$ cat src/rtl/shared_var_arbiter.sv
// shared_var_arbiter: N_CH writers share one WIDTH-bit variable.
// Writers are arbitrated round-robin. A granted writer may hold the lock
// so that only it is served until it drops wr_lock. Each granted write
// loads var_q or combines it bitwise with the operand (AND/OR/XOR).
// The change shows on var_q one cycle after the grant, with a one-cycle
// upd pulse at the same time.
// Optional feature macro: SHARED_VAR_CONFLICT_CNT_EN. When it is defined,
// conflict_cnt is a saturating count of cycles with two or more requests.
// When it is undefined, conflict_cnt is tied to zero.
module shared_var_arbiter #(
    parameter int                N_CH    = 4,
    parameter int                WIDTH   = 8,
    parameter logic [WIDTH-1:0]  RST_VAL = '0
) (
    input  logic                    clk,
    input  logic                    rst_n,
    input  logic [N_CH-1:0]         wr_req,
    input  logic [2*N_CH-1:0]       wr_op,
    input  logic [WIDTH*N_CH-1:0]   wr_data,
    input  logic [N_CH-1:0]         wr_lock,
    output logic [N_CH-1:0]         wr_gnt,
    output logic [WIDTH-1:0]        var_q,
    output logic                    upd,
    output logic [15:0]             conflict_cnt
);

    localparam int PTR_W = (N_CH > 1) ? $clog2(N_CH) : 1;

    typedef enum logic {
        ST_IDLE   = 1'b0,
        ST_LOCKED = 1'b1
    } state_t;

    state_t             state_reg, state_next;
    logic [PTR_W-1:0]   owner_reg, owner_next;
    logic [PTR_W-1:0]   rr_reg, rr_next;
    logic [WIDTH-1:0]   var_reg, var_next;
    logic               upd_reg;

    logic [1:0]         ch_op   [N_CH];
    logic [WIDTH-1:0]   ch_data [N_CH];

    logic               rr_win_valid;
    logic [PTR_W-1:0]   rr_win_idx;
    logic [PTR_W-1:0]   cand;
    logic               gnt_valid;
    logic [PTR_W-1:0]   gnt_idx;

    // Split the flat per-channel buses into indexable arrays and build the one-hot grant
    generate
        for (genvar gi = 0; gi < N_CH; gi++) begin : g_chan
            assign ch_op[gi]   = wr_op[2*gi +: 2];
            assign ch_data[gi] = wr_data[WIDTH*gi +: WIDTH];
            assign wr_gnt[gi]  = gnt_valid && (gnt_idx == PTR_W'(gi));
        end
    endgenerate

    // Round-robin search: first requesting channel at or after the pointer, wrapping
    always_comb begin
        rr_win_valid = 1'b0;
        rr_win_idx   = '0;
        cand         = '0;
        for (int k = 0; k < N_CH; k++) begin
            cand = PTR_W'((int'(rr_reg) + k) % N_CH);
            if (!rr_win_valid && wr_req[cand]) begin
                rr_win_valid = 1'b1;
                rr_win_idx   = cand;
            end
        end
    end

    // FSM state register together with the owner and round-robin pointer
    always_ff @(posedge clk or negedge rst_n) begin
        if (!rst_n) begin
            state_reg <= ST_IDLE;
            owner_reg <= '0;
            rr_reg    <= '0;
        end else begin
            state_reg <= state_next;
            owner_reg <= owner_next;
            rr_reg    <= rr_next;
        end
    end

    // FSM next state: enter the lock on a locking grant, leave it when the owner drops wr_lock
    always_comb begin
        state_next = state_reg;
        owner_next = owner_reg;
        rr_next    = rr_reg;
        case (state_reg)
            ST_IDLE: begin
                if (gnt_valid) begin
                    rr_next = (gnt_idx == PTR_W'(N_CH - 1)) ? '0 : gnt_idx + PTR_W'(1);
                    if (wr_lock[gnt_idx]) begin
                        state_next = ST_LOCKED;
                        owner_next = gnt_idx;
                    end
                end
            end
            ST_LOCKED: begin
                // The owner's lock bit counts even in a cycle where it is not requesting
                if (!wr_lock[owner_reg]) begin
                    state_next = ST_IDLE;
                end
            end
            default: state_next = ST_IDLE;
        endcase
    end

    // FSM outputs: pick the grant, which the lock restricts to the owner; nothing is granted in reset
    always_comb begin
        gnt_valid = 1'b0;
        gnt_idx   = '0;
        case (state_reg)
            ST_IDLE: begin
                gnt_valid = rr_win_valid;
                gnt_idx   = rr_win_idx;
            end
            ST_LOCKED: begin
                gnt_valid = wr_req[owner_reg];
                gnt_idx   = owner_reg;
            end
            default: begin
                gnt_valid = 1'b0;
                gnt_idx   = '0;
            end
        endcase
        if (!rst_n) begin
            gnt_valid = 1'b0;
        end
    end

    // Apply the granted channel's operation to the current value
    always_comb begin
        var_next = var_reg;
        case (ch_op[gnt_idx])
            2'b00:   var_next = ch_data[gnt_idx];
            2'b01:   var_next = var_reg & ch_data[gnt_idx];
            2'b10:   var_next = var_reg | ch_data[gnt_idx];
            default: var_next = var_reg ^ ch_data[gnt_idx];
        endcase
    end

    // Shared variable and update pulse; only a grant changes the value
    always_ff @(posedge clk or negedge rst_n) begin
        if (!rst_n) begin
            var_reg <= RST_VAL;
            upd_reg <= 1'b0;
        end else begin
            upd_reg <= gnt_valid;
            if (gnt_valid) begin
                var_reg <= var_next;
            end
        end
    end

    assign var_q = var_reg;
    assign upd   = upd_reg;

`ifdef SHARED_VAR_CONFLICT_CNT_EN
    logic [15:0] cnt_reg;
    logic        multi_req;

    // Two or more bits are set exactly when clearing the lowest set bit leaves something behind
    assign multi_req = |(wr_req & (wr_req - N_CH'(1)));

    // Saturating count of contended cycles, in either FSM state
    always_ff @(posedge clk or negedge rst_n) begin
        if (!rst_n) begin
            cnt_reg <= '0;
        end else if (multi_req && (cnt_reg != 16'hFFFF)) begin
            cnt_reg <= cnt_reg + 16'd1;
        end
    end

    assign conflict_cnt = cnt_reg;
`else
    assign conflict_cnt = '0;
`endif

endmodule

$ cat config.mk
export PLATFORM = sky130hd
export DESIGN_NAME = shared_var_arbiter
export DESIGN_NICKNAME = d
export VERILOG_FILES = /design/src/rtl/shared_var_arbiter.sv
export SDC_FILE = /design/constraint.sdc
export NUM_CORES = 1
export LEC_CHECK = 0
export BUFFER_PORTS_ARGS = -buffer_cell sky130_fd_sc_hd__buf_4
export CELL_PAD_IN_SITES_DETAIL_PLACEMENT = 0
export CELL_PAD_IN_SITES_GLOBAL_PLACEMENT = 1
export CORE_ASPECT_RATIO = 0.5
export CORE_UTILIZATION = 32
export DETAILED_ROUTE_END_ITERATION = 10
export PLACE_DENSITY_LB_ADDON = 0.1
export RECOVER_POWER = 50
export SETUP_SLACK_MARGIN = 0.3
export SLEW_MARGIN = 10
export SYNTH_ARGS = -nofsm -noshare
export SYNTH_HDL_FRONTEND = slang
export SYNTH_SLANG_ARGS = --single-unit
$ cat constraint.sdc
create_clock -name clk -period 2.8 [get_ports clk]
set_input_delay 0 -clock clk [delete_from_list [all_inputs] [get_ports clk]]
set_output_delay 0 -clock clk [all_outputs]
set_load 0.02 [all_outputs]
==> qor.txt <==
Setup TNS: 0 ns
Fillers: 692
Drt total wl: 7560 µm
CP Launch Type: flip-flop
Hold Crit Class: in -> reg
Starting Density: 33.3%
Core area: 6700 µm²
Worst vdd ir: 383 µV
Hold EP: owner_reg[0]$_DFFE_PN0P_
Crit path cell chain: and3b_2, o211a_4, nor3_4, buf_12, clkbuf_16, nand2_1, nand3_1, and2_1, ha_1, nor3_1, o31ai_1, o211a_1
CP top delay family: simple AND/OR/NAND/NOR gates
Mapped Cells: 305
Max reg flops: 8
Routed WL per cell: 16.4 µm
Count of buffers from port buffering: 62
GRT overflow: 0
Final Core Density: 45.3%
CP endpoint kind: flip-flop
Sequential-to-total area share from yosys stat: 15.7%
#FFs+latches synth: 14
Layout cells sized above 1: 29.7%
CTS tree: yes
P&R area growth vs syn: 36.2%
Vias in the first global route: 2143
Post-synthesis cell type count: 45
F_max: 0.420 GHz
Pwr Density: 1150 nW/µm²
Max stage delay cell, worst path: dfrtp_2
Worst skew pair latency: 0.25 ns
IO Pins: 79
Root Driver: clkbuf_16
Routability cong.: 0.862
Yosys top cell area share: 15.7%
Ys Warns: 0
Top cells by area, synth: dfrtp_1 (16%), ha_1 (11%), nor3_1 (7.9%)
Syn Area/Cell: 7.31 µm²
Chip Width: 120 µm
DPL Wire Length: 5200 µm
Max-Cap Viols: 0
Most frequent cells in the layout: buf_4 (67), nand2_1 (41), nor3_1 (32), inv_1 (22), nand3_1 (19)
Worst R2R End: var_q[2]$_DFFE_PN0P_
Worst slew pin tran: 0.976 ns
Vias post-DR: 2424
# DRC: 0
FF-to-FF Start: rr_reg[1]$_DFFE_PN0P_
R2R setup slack: 0.42 ns
CP max FO: 7
Final Max Slew Viols: 0
Die height: 61.0 µm
Ant. Diodes: 0
Setup WS post-layout: 0.417 ns
Crit share post-route: 85.1%
Hold Crit Start: wr_lock[3]
CP required: 2.99 ns
Pre-CTS setup slack: 0.196 ns
Total iterations of the first detailed-routing run: 4
Post-Syn Area: 2230 µm²
Outcome: complete, no violations
Worst-path clk slew: 0.05 ns
Endpoints failing setup: 0
Fin. Hold Viols: 0
Antenna violations before repair: 0
Leakage power total: 1.43 nW
Initial DRC Count: 161
Synth async-reset ratio: 100%
H-tree depth: 1
Slowest stage delay, CP: 0.43 ns
Layout Nets: 441
Commonest non-fill, non-tap cell in the layout: buf_4
Largest net degree at the start of global routing: 41
Clock tree buffer depth: 2
Antenna Nets Post-Route: 0
Die area: 7330 µm²
Setup CP Type: reg -> reg
Crit path buf inv count: 2
Worst hold stages: 3
Top cell type by total area after synthesis: dfrtp_1
RSZ-0062 raised after global routing: false
Final min period: 2.38 ns
First-pass GRT wire length: 11100 µm
Post-synth EDFFs: 0
Clock skew: 0.00539 ns
Vias per Instance: 5.25
Sink Count: 14
Critical Path Start: rr_reg[1]$_DFFE_PN0P_
Tot GR Track Use: 19.9%
Rows: 21
Arrival @ worst endpoint: 2.57 ns
Most used DFF post-synth: dfrtp_1
Slew HR: 35.0%
CTS buffer count: 3
R2R depth: 12
[routing by layer]
metal / global-route usage (%) / share of wire, % / vias up
met5: 0 / 0 / -
met4: 3.57 / 0.37 / 0
met3: 3.70 / 5.9 / 4
met2: 35.2 / 47 / 79
met1: 26.1 / 47 / 1158
li1: - / - / 1183
[timing repair]
action,in CTS,in global routing
gates resized for setup,7,23
setup buffers,1,8
pin swaps,1,17
hold buffers,1,0
setup endpoints to repair,8,8
gates cloned,0,2
endpoints found under the hold margin,14,0
[power breakdown]
part / switching (mW) / internal [mW]
registers: 0.124 / 0.305
logic: 1.50 / 1.24
clock network: 0.0954 / 0.217
total: 1.72 / 1.77
[area by class of cell]
type,instances,area (µm²),area share [%]
clock buffers,4,88.8,2.92
repair buffers,81,677,22.3
inverters,24,103,3.38
multi-input cells,247,1700,56.0
well taps,92,115,3.79
flip-flops and latches,14,353,11.6
[worst max-delay path by stage]
stage / end / cells past startpoint
2_1_floorplan: var_q[7]$_DFFE_PN0P_ / 15
3_3_place_gp: var_q[0]$_DFFE_PN0P_ / 11
3_5_place_dp: var_q[6]$_DFFE_PN0P_ / 11
4_1_cts: var_q[6]$_DFFE_PN0P_ / 10
5_1_grt: owner_reg[1]$_DFFE_PN0P_ / 6
6_report: var_q[2]$_DFFE_PN0P_ / 12
[cell usage after synthesis (all sizes together) (2+ instances only)]
cell type   n
o21ai       5
nor2       12
ha         20
mux4        2
and2       12
nand2      42
or3b        2
nor3       36
nand2b      3
nor4        4
a211oi      2
a21oi       2
o211ai      5
nor2b       2
a311oi      3
nand3      20
o31ai       8
o21a       16
inv        24
a31oi      13
o211a      11
clkbuf      6
dfrtp      14
buf        29
[kinds of logic (layout without fill, tap and decap cells)]
logic type      Yosys count  in the layout  synth area share (%)
fa+ha+maj                20             20                  11.2
other cells               1             16                 0.168
compound gates           69             69                  24.9
simple gates            138            138                  30.5
mux                       4              4                  2.97
buf+inv                  59            109                  14.6
flops                    14             14                  15.7
[worst reg2reg max path, stage by stage (launching register included)]
cell	delay, ns
dfrtp_2	0.43
and3b_2	0.24
o211a_4	0.27
nor3_4	0.15
buf_12	0.18
clkbuf_16	0.17
nand2_1	0.06
nand3_1	0.07
and2_1	0.16
ha_1	0.15
nor3_1	0.04
o31ai_1	0.24
o211a_1	0.17
[metrics by stage]
stage | instance area [µm²] | hold slack [ns] | std cells | power (mW)
3_3_place_gp | 2720 | -0.120 | 446 | 2.67
3_5_place_dp | 2720 | -0.119 | 446 | 2.70
4_1_cts | 2860 | 0.0443 | 452 | 3.13
5_1_grt | 3040 | 0.0527 | 462 | 3.79
2_1_floorplan | 2300 | -0.296 | 320 | 2.11
6_report | 3040 | 0.0440 | 462 | 3.49
No activity file was read; power rests on OpenSTA's default activity.
